File: src/rtl/seg7_pkg.sv
// ---------------------------------------------------------------------------
// Package : seg7_pkg
// Shared 7-segment definitions: blank code, active-low decode table, settle
// FSM state codes and the pattern -> digit lookup helper.
// Revision: 1.0
// ---------------------------------------------------------------------------
`default_nettype none

package seg7_pkg;

   // All segments off (active-low bus).
   localparam logic [6:0] SEG_BLANK = 7'h7F;

   // Active-low {g,f,e,d,c,b,a} codes, indexed by hex digit value.
   localparam logic [6:0] SEG_CODE [16] = '{
      7'h40, 7'h79, 7'h24, 7'h30, 7'h19, 7'h12, 7'h02, 7'h78,
      7'h00, 7'h10, 7'h08, 7'h03, 7'h46, 7'h21, 7'h06, 7'h0E
   };

   // Settle FSM states.
   localparam logic [0:0] S_IDLE   = 1'b0;
   localparam logic [0:0] S_SETTLE = 1'b1;

   typedef struct packed {
      logic       legal;
      logic [3:0] digit;
   } seg7_lookup_t;

   // Reverse lookup of a segment pattern; legal=0 when the pattern is not a digit.
   function automatic seg7_lookup_t seg7_lookup(input logic [6:0] pattern);
      seg7_lookup_t res;
      res.legal = 1'b0;
      res.digit = 4'h0;
      for (int i = 0; i < 16; i++) begin
         if (pattern == SEG_CODE[i]) begin
            res.legal = 1'b1;
            res.digit = 4'(i);
         end
      end
      return res;
   endfunction

endpackage

`default_nettype wire

File: src/rtl/seg7_pattern_decoder_if.sv
// ---------------------------------------------------------------------------
// Interface : seg7_pattern_decoder_if
// Segment input bus, digit valid/ready handshake and status flags.
// Optional macro SEG7_ERR_COUNT_EN adds the err_count status field.
// Revision: 1.0
// ---------------------------------------------------------------------------
`default_nettype none

interface seg7_pattern_decoder_if;
   logic [6:0] seg_in;
   logic       seg_strobe;
   logic [3:0] digit;
   logic       digit_valid;
   logic       digit_ready;
   logic       blank;
   logic       pattern_err;
   logic       overrun;
   logic [6:0] err_pattern;
   logic       clr_flags;
`ifdef SEG7_ERR_COUNT_EN
   logic [7:0] err_count;

   modport slave  (input  seg_in, seg_strobe, digit_ready, clr_flags,
                   output digit, digit_valid, blank, pattern_err, overrun, err_pattern, err_count);
   modport master (output seg_in, seg_strobe, digit_ready, clr_flags,
                   input  digit, digit_valid, blank, pattern_err, overrun, err_pattern, err_count);
`else
   modport slave  (input  seg_in, seg_strobe, digit_ready, clr_flags,
                   output digit, digit_valid, blank, pattern_err, overrun, err_pattern);
   modport master (output seg_in, seg_strobe, digit_ready, clr_flags,
                   input  digit, digit_valid, blank, pattern_err, overrun, err_pattern);
`endif
endinterface

`default_nettype wire

File: src/rtl/seg7_settle_filter.sv
// ---------------------------------------------------------------------------
// Module : seg7_settle_filter
// Debounces strobed segment samples: a pattern different from the last locked
// one must be seen on STABLE_CYCLES consecutive strobes before it is accepted.
// Emits a single-cycle accept pulse together with the accepted pattern.
// Revision: 1.0
// ---------------------------------------------------------------------------
`default_nettype none

module seg7_settle_filter
   import seg7_pkg::*;
#(
   parameter int STABLE_CYCLES = 4,
   parameter int CNT_W         = $clog2(STABLE_CYCLES + 1)
) (
   input  wire logic       clk,
   input  wire logic       rst,
   input  wire logic [6:0] seg_in,
   input  wire logic       seg_strobe,
   output logic            accept,
   output logic [6:0]      accept_pattern
);

   localparam logic [CNT_W-1:0] CNT_TARGET = CNT_W'(STABLE_CYCLES);
   localparam logic [CNT_W-1:0] CNT_ONE    = CNT_W'(1);

   logic [0:0]       state_q, state_d;
   logic [6:0]       cand_q, cand_d;
   logic [6:0]       locked_q, locked_d;
   logic [CNT_W-1:0] cnt_q, cnt_d;
   logic [CNT_W-1:0] cnt_inc;

   assign cnt_inc = cnt_q + CNT_ONE;

   // Next-state: track candidate pattern, count matching strobes, fire accept.
   always_comb begin
      state_d        = state_q;
      cand_d         = cand_q;
      locked_d       = locked_q;
      cnt_d          = cnt_q;
      accept         = 1'b0;
      accept_pattern = cand_q;
      if (seg_strobe) begin
         if (state_q == S_IDLE) begin
            if (seg_in != locked_q) begin
               cand_d = seg_in;
               cnt_d  = CNT_ONE;
               if (STABLE_CYCLES == 1) begin
                  // A single sample is enough: accept without visiting SETTLE.
                  accept         = 1'b1;
                  accept_pattern = seg_in;
                  locked_d       = seg_in;
                  cnt_d          = '0;
               end else begin
                  state_d = S_SETTLE;
               end
            end
         end else begin
            if (seg_in == cand_q) begin
               cnt_d = cnt_inc;
               if (cnt_inc == CNT_TARGET) begin
                  accept   = 1'b1;
                  locked_d = cand_q;
                  cnt_d    = '0;
                  state_d  = S_IDLE;
               end
            end else if (seg_in == locked_q) begin
               // Bus bounced back to the settled value: abandon the candidate.
               cnt_d   = '0;
               state_d = S_IDLE;
            end else begin
               cand_d = seg_in;
               cnt_d  = CNT_ONE;
            end
         end
      end
   end

   // State registers with synchronous reset.
   always_ff @(posedge clk) begin
      if (rst) begin
         state_q  <= S_IDLE;
         cand_q   <= SEG_BLANK;
         locked_q <= SEG_BLANK;
         cnt_q    <= '0;
      end else begin
         state_q  <= state_d;
         cand_q   <= cand_d;
         locked_q <= locked_d;
         cnt_q    <= cnt_d;
      end
   end

endmodule

`default_nettype wire

File: src/rtl/seg7_pattern_decoder.sv
// ---------------------------------------------------------------------------
// Module : seg7_pattern_decoder
// Recovers hex digits from a debounced active-low 7-segment bus, delivers
// each new digit once over valid/ready and flags illegal patterns/overruns.
// Optional macro SEG7_ERR_COUNT_EN adds a saturating illegal-pattern counter.
// Revision: 1.0
// ---------------------------------------------------------------------------
`default_nettype none

module seg7_pattern_decoder
   import seg7_pkg::*;
#(
   parameter int STABLE_CYCLES = 4,
   parameter int CNT_W         = $clog2(STABLE_CYCLES + 1)
) (
   input  wire logic            clk,
   input  wire logic            rst,
   seg7_pattern_decoder_if.slave bus
);

   logic         accept;
   logic [6:0]   accept_pattern;
   seg7_lookup_t lk;

   logic [3:0] digit_q, digit_d;
   logic       digit_valid_q, digit_valid_d;
   logic       blank_q, blank_d;
   logic       pattern_err_q, pattern_err_d;
   logic       overrun_q, overrun_d;
   logic [6:0] err_pattern_q, err_pattern_d;

   seg7_settle_filter #(
      .STABLE_CYCLES (STABLE_CYCLES),
      .CNT_W         (CNT_W)
   ) u_filter (
      .clk            (clk),
      .rst            (rst),
      .seg_in         (bus.seg_in),
      .seg_strobe     (bus.seg_strobe),
      .accept         (accept),
      .accept_pattern (accept_pattern)
   );

   assign lk = seg7_lookup(accept_pattern);

   // Handshake register and flags; clears are applied first so set events win.
   always_comb begin
      digit_d       = digit_q;
      digit_valid_d = digit_valid_q;
      blank_d       = blank_q;
      pattern_err_d = pattern_err_q;
      overrun_d     = overrun_q;
      err_pattern_d = err_pattern_q;
      if (digit_valid_q && bus.digit_ready) begin
         digit_valid_d = 1'b0;
      end
      if (bus.clr_flags) begin
         pattern_err_d = 1'b0;
         overrun_d     = 1'b0;
      end
      if (accept) begin
         if (accept_pattern == SEG_BLANK) begin
            blank_d = 1'b1;
         end else if (lk.legal) begin
            if (!digit_valid_q || bus.digit_ready) begin
               digit_d       = lk.digit;
               digit_valid_d = 1'b1;
               blank_d       = 1'b0;
            end else begin
               // Consumer still holds the previous digit: keep it, drop the new one.
               overrun_d = 1'b1;
            end
         end else begin
            pattern_err_d = 1'b1;
            err_pattern_d = accept_pattern;
         end
      end
   end

   // Output registers with synchronous reset.
   always_ff @(posedge clk) begin
      if (rst) begin
         digit_q       <= 4'h0;
         digit_valid_q <= 1'b0;
         blank_q       <= 1'b1;
         pattern_err_q <= 1'b0;
         overrun_q     <= 1'b0;
         err_pattern_q <= SEG_BLANK;
      end else begin
         digit_q       <= digit_d;
         digit_valid_q <= digit_valid_d;
         blank_q       <= blank_d;
         pattern_err_q <= pattern_err_d;
         overrun_q     <= overrun_d;
         err_pattern_q <= err_pattern_d;
      end
   end

   assign bus.digit       = digit_q;
   assign bus.digit_valid = digit_valid_q;
   assign bus.blank       = blank_q;
   assign bus.pattern_err = pattern_err_q;
   assign bus.overrun     = overrun_q;
   assign bus.err_pattern = err_pattern_q;

`ifdef SEG7_ERR_COUNT_EN
   logic [7:0] err_count_q, err_count_d;

   // Saturating count of illegal accepts; an increment on the clear cycle yields 1.
   always_comb begin
      err_count_d = bus.clr_flags ? 8'h00 : err_count_q;
      if (accept && (accept_pattern != SEG_BLANK) && !lk.legal && (err_count_d != 8'hFF)) begin
         err_count_d = err_count_d + 8'h01;
      end
   end

   // Error counter register.
   always_ff @(posedge clk) begin
      if (rst) begin
         err_count_q <= 8'h00;
      end else begin
         err_count_q <= err_count_d;
      end
   end

   assign bus.err_count = err_count_q;
`endif

endmodule

`default_nettype wire

File: src/flat_wrapper.sv
// flat-port wrapper written by rule: the top's interface ports become plain ports
module seg7_pattern_decoder_flat import seg7_pkg::*;
#(
   parameter int STABLE_CYCLES = 4,
   parameter int CNT_W         = $clog2(STABLE_CYCLES + 1)
)
  (clk, rst, bus_seg_in, bus_seg_strobe, bus_digit_ready, bus_clr_flags, bus_digit, bus_digit_valid, bus_blank, bus_pattern_err, bus_overrun, bus_err_pattern);
  seg7_pattern_decoder_if bus_i ();
  input  wire logic clk;
  input  wire logic rst;
  input wire logic [$bits(bus_i.seg_in)-1:0] bus_seg_in;
  input wire logic [$bits(bus_i.seg_strobe)-1:0] bus_seg_strobe;
  input wire logic [$bits(bus_i.digit_ready)-1:0] bus_digit_ready;
  input wire logic [$bits(bus_i.clr_flags)-1:0] bus_clr_flags;
  output wire logic [$bits(bus_i.digit)-1:0] bus_digit;
  output wire logic [$bits(bus_i.digit_valid)-1:0] bus_digit_valid;
  output wire logic [$bits(bus_i.blank)-1:0] bus_blank;
  output wire logic [$bits(bus_i.pattern_err)-1:0] bus_pattern_err;
  output wire logic [$bits(bus_i.overrun)-1:0] bus_overrun;
  output wire logic [$bits(bus_i.err_pattern)-1:0] bus_err_pattern;
  assign bus_i.seg_in = bus_seg_in;
  assign bus_i.seg_strobe = bus_seg_strobe;
  assign bus_i.digit_ready = bus_digit_ready;
  assign bus_i.clr_flags = bus_clr_flags;
  assign bus_digit = bus_i.digit;
  assign bus_digit_valid = bus_i.digit_valid;
  assign bus_blank = bus_i.blank;
  assign bus_pattern_err = bus_i.pattern_err;
  assign bus_overrun = bus_i.overrun;
  assign bus_err_pattern = bus_i.err_pattern;
  seg7_pattern_decoder #(.STABLE_CYCLES(STABLE_CYCLES), .CNT_W(CNT_W)) u_core (.clk(clk), .rst(rst), .bus(bus_i));
endmodule
File: config.mk
export PLATFORM = sky130hd
export DESIGN_NAME = seg7_pattern_decoder_flat
export DESIGN_NICKNAME = d
export VERILOG_FILES = /design/src/rtl/seg7_pkg.sv /design/src/rtl/seg7_pattern_decoder_if.sv /design/src/rtl/seg7_settle_filter.sv /design/src/rtl/seg7_pattern_decoder.sv /design/src/flat_wrapper.sv
export SDC_FILE = /design/constraint.sdc
export NUM_CORES = 1
export LEC_CHECK = 0
export ABC_CLOCK_PERIOD_IN_PS = 2300
export BUFFER_PORTS_ARGS = -buffer_cell sky130_fd_sc_hd__buf_2
export CORE_ASPECT_RATIO = 0.75
export CORE_MARGIN = 4
export CORE_UTILIZATION = 40
export CTS_CLUSTER_SIZE = 28
export DETAILED_ROUTE_END_ITERATION = 7
export GPL_TIMING_DRIVEN = 0
export PLACE_DENSITY = 0.64
export SETUP_SLACK_MARGIN = 0.4
export SLEW_MARGIN = 20
export SYNTH_ARGS = -nofsm -noshare
export SYNTH_HDL_FRONTEND = slang
export SYNTH_HIERARCHICAL = 1
export SYNTH_SLANG_ARGS = --single-unit
File: constraint.sdc
create_clock -name clk -period 2.3 [get_ports clk]
set_input_delay 0.23 -clock clk [delete_from_list [all_inputs] [get_ports clk]]
set_output_delay 0.23 -clock clk [all_outputs]
set_load 0.02 [all_outputs]
After elaboration in Yosys (flattened, before gate mapping)

Cells that the tools add are included.
W data, S select, Z words.

Register bits after elaboration: 33
Input port bits: 12
Output and inout port bits: 15
Logic and storage cells: 99

$add $sub $neg: 1
Eq/ne operators: 22
Mux-type cells: 51
Bitwise logic cells: 2
Reductions and logical operators: 13

Operators with widths:

| operator              | number |
|---|---|
| $mux W5               | 16 |
| $eq A7 B7 Y1 const B  | 5 |
| $mux W7               | 4 |
| $mux W1               | 27 |
| $eq A7 B5 Y1 const B  | 3 |
| $eq A7 B6 Y1 const B  | 3 |
| $eq A7 B2 Y1 const B  | 2 |
| $eq A7 B4 Y1 const B  | 2 |
| $eq A7 B7 Y1          | 2 |
| $mux W3               | 4 |
| $reduce_and A4 Y1     | 3 |
| $eq A7 B3 Y1 const B  | 1 |
| $logic_not A7 Y1      | 1 |
| $ne A7 B7 Y1          | 1 |
| $reduce_and A3 Y1     | 2 |
| $reduce_bool A2 Y1    | 3 |
| $ne A2 B2 Y1 const B  | 2 |
| $add A3 B1 Y3 const B | 1 |
| $eq A3 B3 Y1 const B  | 1 |
| $not A1 Y1            | 2 |
| $reduce_and A2 Y1     | 1 |
| $logic_and A1 B1 Y1   | 1 |
| $logic_not A1 Y1      | 1 |
| $logic_or A1 B1 Y1    | 1 |

Depth between registers and ports, before layout

Word-level depth: 20
Depth in mapped cells: 8
Mapped depth without buffers: 6

Cells and area by module

Netlist, hierarchy kept.

By module, submodules not included:

| module               | instances | cells each | area an instance (µm²) | seq. area each (µm²) |
|---|---|---|---|---|
| seg7_pattern_decoder | 1         | 115        | 1002.2                 | 300.3 |
| seg7_settle_filter   | 1         | 103        | 978.4                  | 360.3 |

Worst setup path after synthesis

Ideal clock, no wire load.

Kind: register to register
Start: register u_core.u_filter.cand_q[3], in the netlist u_core/u_filter/accept_pattern[3]
End: register u_core.err_pattern_q[6], in the netlist u_core/bus.err_pattern[6]
Setup time: 0.122 ns
Arrival: 1.922 ns
Data required time: 2.178 ns
Path slack: 0.256 ns
Stages on the path, launching flop included: 7
Buffers on the path: 1
Period minus slack after synthesis: 2.044 ns
Path through: dfxtp_1 or4_4 a2111oi_4 a311o_4 nor4b_1 buf_6 o32a_1

Cells in the longest elaborated chain, start to end: 19
Elaborated cells between the ends (all ways): 40
Classes of those cells: eq/ne (17); mux (19); bitwise (2); reduce/logical (2)

RTL lines:

| item                                 | line                       | text |
|---|---|---|
| start, declared                      | seg7_settle_filter.sv:28   | `logic [6:0] cand_q, cand_d;` |
| start signal, assigned               | seg7_settle_filter.sv:88   | `cand_q <= cand_d;` |
| $eq A7 B7 Y1                         | seg7_pkg.sv:35             | `if (pattern == SEG_CODE[i]) begin` |
| $mux W5 (16 in a row)                | seg7_pkg.sv:35             |  |
| $not A1 Y1 (no source line)          | --                         |  |
| $reduce_and A3 Y1 (no source line) * | --                         |  |
| end signal, assigned                 | seg7_pattern_decoder.sv:95 | `err_pattern_q <= err_pattern_d;` |
| end, declared                        | seg7_pattern_decoder.sv:30 | `logic [6:0] err_pattern_q, err_pattern_d;` |

Mark *: on every way between the ends. The rest lies on a longest branch, timed or not.
A chain may end at the register's enable or synchronous reset.

Worst setup path after layout

Start: register u_core.u_filter.cand_q[5], in the netlist u_core/u_filter/accept_pattern[5]
End: register u_core.err_pattern_q[6], in the netlist u_core/bus.err_pattern[6]

The elaborated chain is that of the path after synthesis.

==> flow_results.org <==
** Timing
- Final WS setup :: 0.266 ns
- Setup repair after global routing could not meet its margin everywhere.
- Maximum clock frequency :: 0.492 GHz
- Count of final setup violators :: 0
- At the pin with the least slew margin, the transition time is 0.588 ns.
- The total count of max-transition violations in the final report came to 0.
- Adding up every negative setup slack in the final design gives 0 ns.
- Headroom to the max-slew limit came out at 0.608.
- The total count of hold-check failures in the final report came to 0.
- Layout Skew :: 0.00593 ns
- Hold is met by 0.235 ns.
- Period Utilization, post-route :: 0.884
- The worst path in the final design needs a cycle of 2.03 ns, including I/O delays and setup.

** Drt
- Drt drc :: 0
- For this block, the initial DRC count from the detailed router was 146.
- In the final routed layout, each cell accounts on average for 15.5 um.
- Post-route ant nets :: 0
- Total number of vias :: 1819
- After detailed routing, the number of vias per cell comes to 5.51.
- The pre-antenna-repair detailed-routing pass consisted of 4 iterations.
- The final layout contains routed wiring with a total length of 5.11 mm.

** Power
- Dividing total power by cell area gives a power density of 465 nW/um2.
- Clock power share :: 0.351
- Of the total power, combinational logic draws 0.150.
- The internal power of the cells totals 871 uW.
- Summed over all nets, the switching power comes to 332 uW.
- Switching part of the total :: 0.276
- Worst ir drop on vdd :: 0.281 mV
- Pleak :: 1.05 nW
- Of the total power, registers draw 0.499.
- Summing internal, switching and leakage power gives 1.20 mW.

** Floorplan
- The floorplan has 21 rows.
- Height of the chip :: 68.9 um
- The initial utilization of the core area, before any placement, comes to 0.428.
- The floorplan step defined a die boundary enclosing 6150 um2.
- From left edge to right edge, the die measures 89.3 um.
- Core Box Area :: 4620 um2
- During I/O placement, the number of pins put on the boundary was 27.

** CTS
- The clock passes through at most 2 buffers.
- Clk sink count :: 33
- Clock tree synthesis selected as its root buffer the cell clkbuf_8.
- Clock-pin slew was measured on the worst setup and hold paths at 0.07 ns.
- The H-tree was split into 2 levels.
- Total CTS buffers :: 5
- Clock insertion delay at the later pin of the skew report :: 0.28 ns
- TritonCTS built the clock tree.

** Flow run
- The tool flagged a number of max-cap violations equal to 0.

** Synth
- When the netlist entered floorplanning its net count stood at 232.
- Cell count after synthesis :: 218
- Distinct cell type count after synthesis :: 57
- Number of synthesized flops with an enable pin :: 0
- Synth async-reset ratio :: 0
- Most used DFF post-synth :: dfxtp_1
- The cell area that synthesis handed to floorplanning was 1980 um2.
- The share of synthesized area in the top cell type comes to 0.334.
- Top post-synthesis cells by area :: dfxtp_1 33%, mux2i_1 8.1%, xnor2_1 5.7%, nor2_1 5.7%, nor2b_1 3.5%
- dfxtp_1 takes more of the synthesized area than any other cell.
- Syn avg cell area :: 9.09 um2
- Sequential share of the synthesized area :: 0.334
- Synth warnings :: 6
- Register bit total from synthesis :: 33

** Setup path
- Worst setup EP type :: register
- Required time reported for the critical path endpoint :: 2.47 ns
- In this run the worst setup path begins at u_core/u_filter/accept_pattern[5]$_SDFFE_PP1P_.
- The critical path is of the reg -> reg type.
- STA puts the critical path data arrival time at 2.21 ns.
- Reg2reg start :: u_core/u_filter/accept_pattern[5]$_SDFFE_PP1P_
- In this run the worst path has a maximum fanout of 6.
- Type of origin of the critical path :: register

** Final layout
- Number of antenna diodes :: 0
- In the final design database the tool counted 286 nets.
- Area Growth Syn to Fin :: 30.5%
- Of the cells placed in the final design, the portion with a size suffix greater than 1 is 0.348.
- Cell Count, Final, Fillers Out :: 330

** Global routing
- The first global-routing pass estimated 7.82 mm of wire.
- Entering global routing, the biggest net connects 12 pins.
- Initial antenna violation count :: 0
- Global-route usage over all layers :: 0.167
- The total overflow left after global routing is 0.
- The number of global-route vias before repair came to 1558.

** Status
- The run finished with clean final reports.

** Min path
- In this run the most critical hold path is launched from bus_seg_strobe.
- Class of the worst hold path :: in -> reg

** Placement
- Routability-driven placement finished with a final weighted congestion of 0.841.
- The wire-length estimate of the detail-placed layout is 3.23 mm.
- Number of placed instances, taps included :: 300
- During placement, the flow inserted port buffers numbering 25.
- Setup WS pre-CTS :: 0.0330 ns
==> area by class of cell <==
cell class	count	area, um2
Fill cell	407	2040
Multi-Input combinational cell	167	1300
Sequential cell	33	689
Timing Repair Buffer	47	322
Buffer	15	109
Clock buffer	8	80.1
Tap cell	57	71.3
Inverter	3	11.3
==> metal layers <==
metal	wire (um)	global-route usage	vias up
met5	0	0	-
met4	30	0.0632	0
met3	292	0.0404	2
met2	2170	0.217	44
met1	2620	0.258	874
li1	-	-	899
==> power groups by stage <==
| stage | clock [mW] | combinational [mW] | sequential [mW] |
|---|---|---|---|
| 3_3_place_gp | 0 | 0.153 | 0.616 |
| 6_report | 0.423 | 0.180 | 0.600 |
| 2_1_floorplan | 0 | 0.114 | 0.610 |
| 3_5_place_dp | 0 | 0.153 | 0.616 |
| 4_1_cts | 0.438 | 0.164 | 0.603 |
| 5_1_grt | 0.465 | 0.197 | 0.602 |
==> sequential cells by signal, summed over array words and instances (netlist names) <==
signal	cells
u_core/bus.blank	1
u_core/bus.digit	4
u_core/bus.digit_valid	1
u_core/bus.err_pattern	7
u_core/bus.overrun	1
u_core/bus.pattern_err	1
u_core/u_filter/accept_pattern	7
u_core/u_filter/cnt_q	3
u_core/u_filter/locked_q	7
u_core/u_filter/state_q	1
==> kinds of logic after synthesis <==
family,Yosys count,share of synthesized area
DFF,33,0.334
buffers and inverters,18,0.0442
xor gates and xnor gates,17,0.0752
muxes,17,0.0865
AOI/OAI and AO/OA,41,0.181
and+or+nand+nor,90,0.267
adders and majority gates,2,0.0126
==> critical path: stages, from the launching register on <==
cell and delay (ns):
dfxtp_4 0.38, or4_4 0.55, a2111oi_4 0.31, a311o_4 0.21, nor4b_4 0.06, buf_6 0.15
o32a_1 0.27
==> path summary, 6_finish.rpt <==
path,endpoint,slack (ns),depth (start not counted)
max,u_core/bus.err_pattern[6]$_SDFFE_PP1P_,0.27,6
min,u_core/u_filter/cnt_q[0]$_SDFFE_PP0P_,0.23,2
max reg2reg,u_core/bus.err_pattern[6]$_SDFFE_PP1P_,0.27,6
min reg2reg,u_core/bus.digit[1]$_SDFFE_PP0P_,0.46,2
==> synthesized netlist by cell type, drive strengths merged (2+ instances only) <==
| master | n |
|---|---|
| a22oi | 2 |
| nor4b | 4 |
| nor3 | 3 |
| a21oi | 7 |
| a211o | 7 |
| inv | 2 |
| and3b | 2 |
| ha | 2 |
| a211oi | 2 |
| o21ai | 5 |
| nand2 | 8 |
| nand2b | 3 |
| clkbuf | 9 |
| and4 | 2 |
| nor2b | 12 |
| dfxtp | 33 |
| xnor2 | 13 |
| buf | 6 |
| nand4 | 8 |
| xor2 | 4 |
| nor4bb | 3 |
| nand3 | 6 |
| nor2 | 30 |
| nor3b | 3 |
| mux2i | 16 |
| o31ai | 3 |
==> cell usage in the layout, fill, tap and decap left out, types with 5 or more instances in the layout <==
cell       n
a21oi_1    6
clkbuf_8   5
clkbuf_1   9
nor2b_1   11
a211o_2    6
buf_2     26
buf_6      6
nor2_1    30
buf_4     20
dfxtp_4    7
nand2_1    8
dfxtp_1   24
nand4_1    7
mux2i_1   16
xnor2_1   12
==> through the flow <==
step	area [um2]	utilization
after floorplan	1990	-
after global placement	2190	0.473
after detailed placement	2190	0.473
after CTS	2390	0.517
after global routing	2580	0.559
final	2580	0.559
==> timing repair <==
action / CTS / global route
hold buffers: 0 / 0
pin swaps: 7 / 10
setup endpoints to repair: 15 / 14
buffers inserted: 7 / 15
gates resized for setup: 25 / 18
No activity file was read; power rests on OpenSTA's default activity.
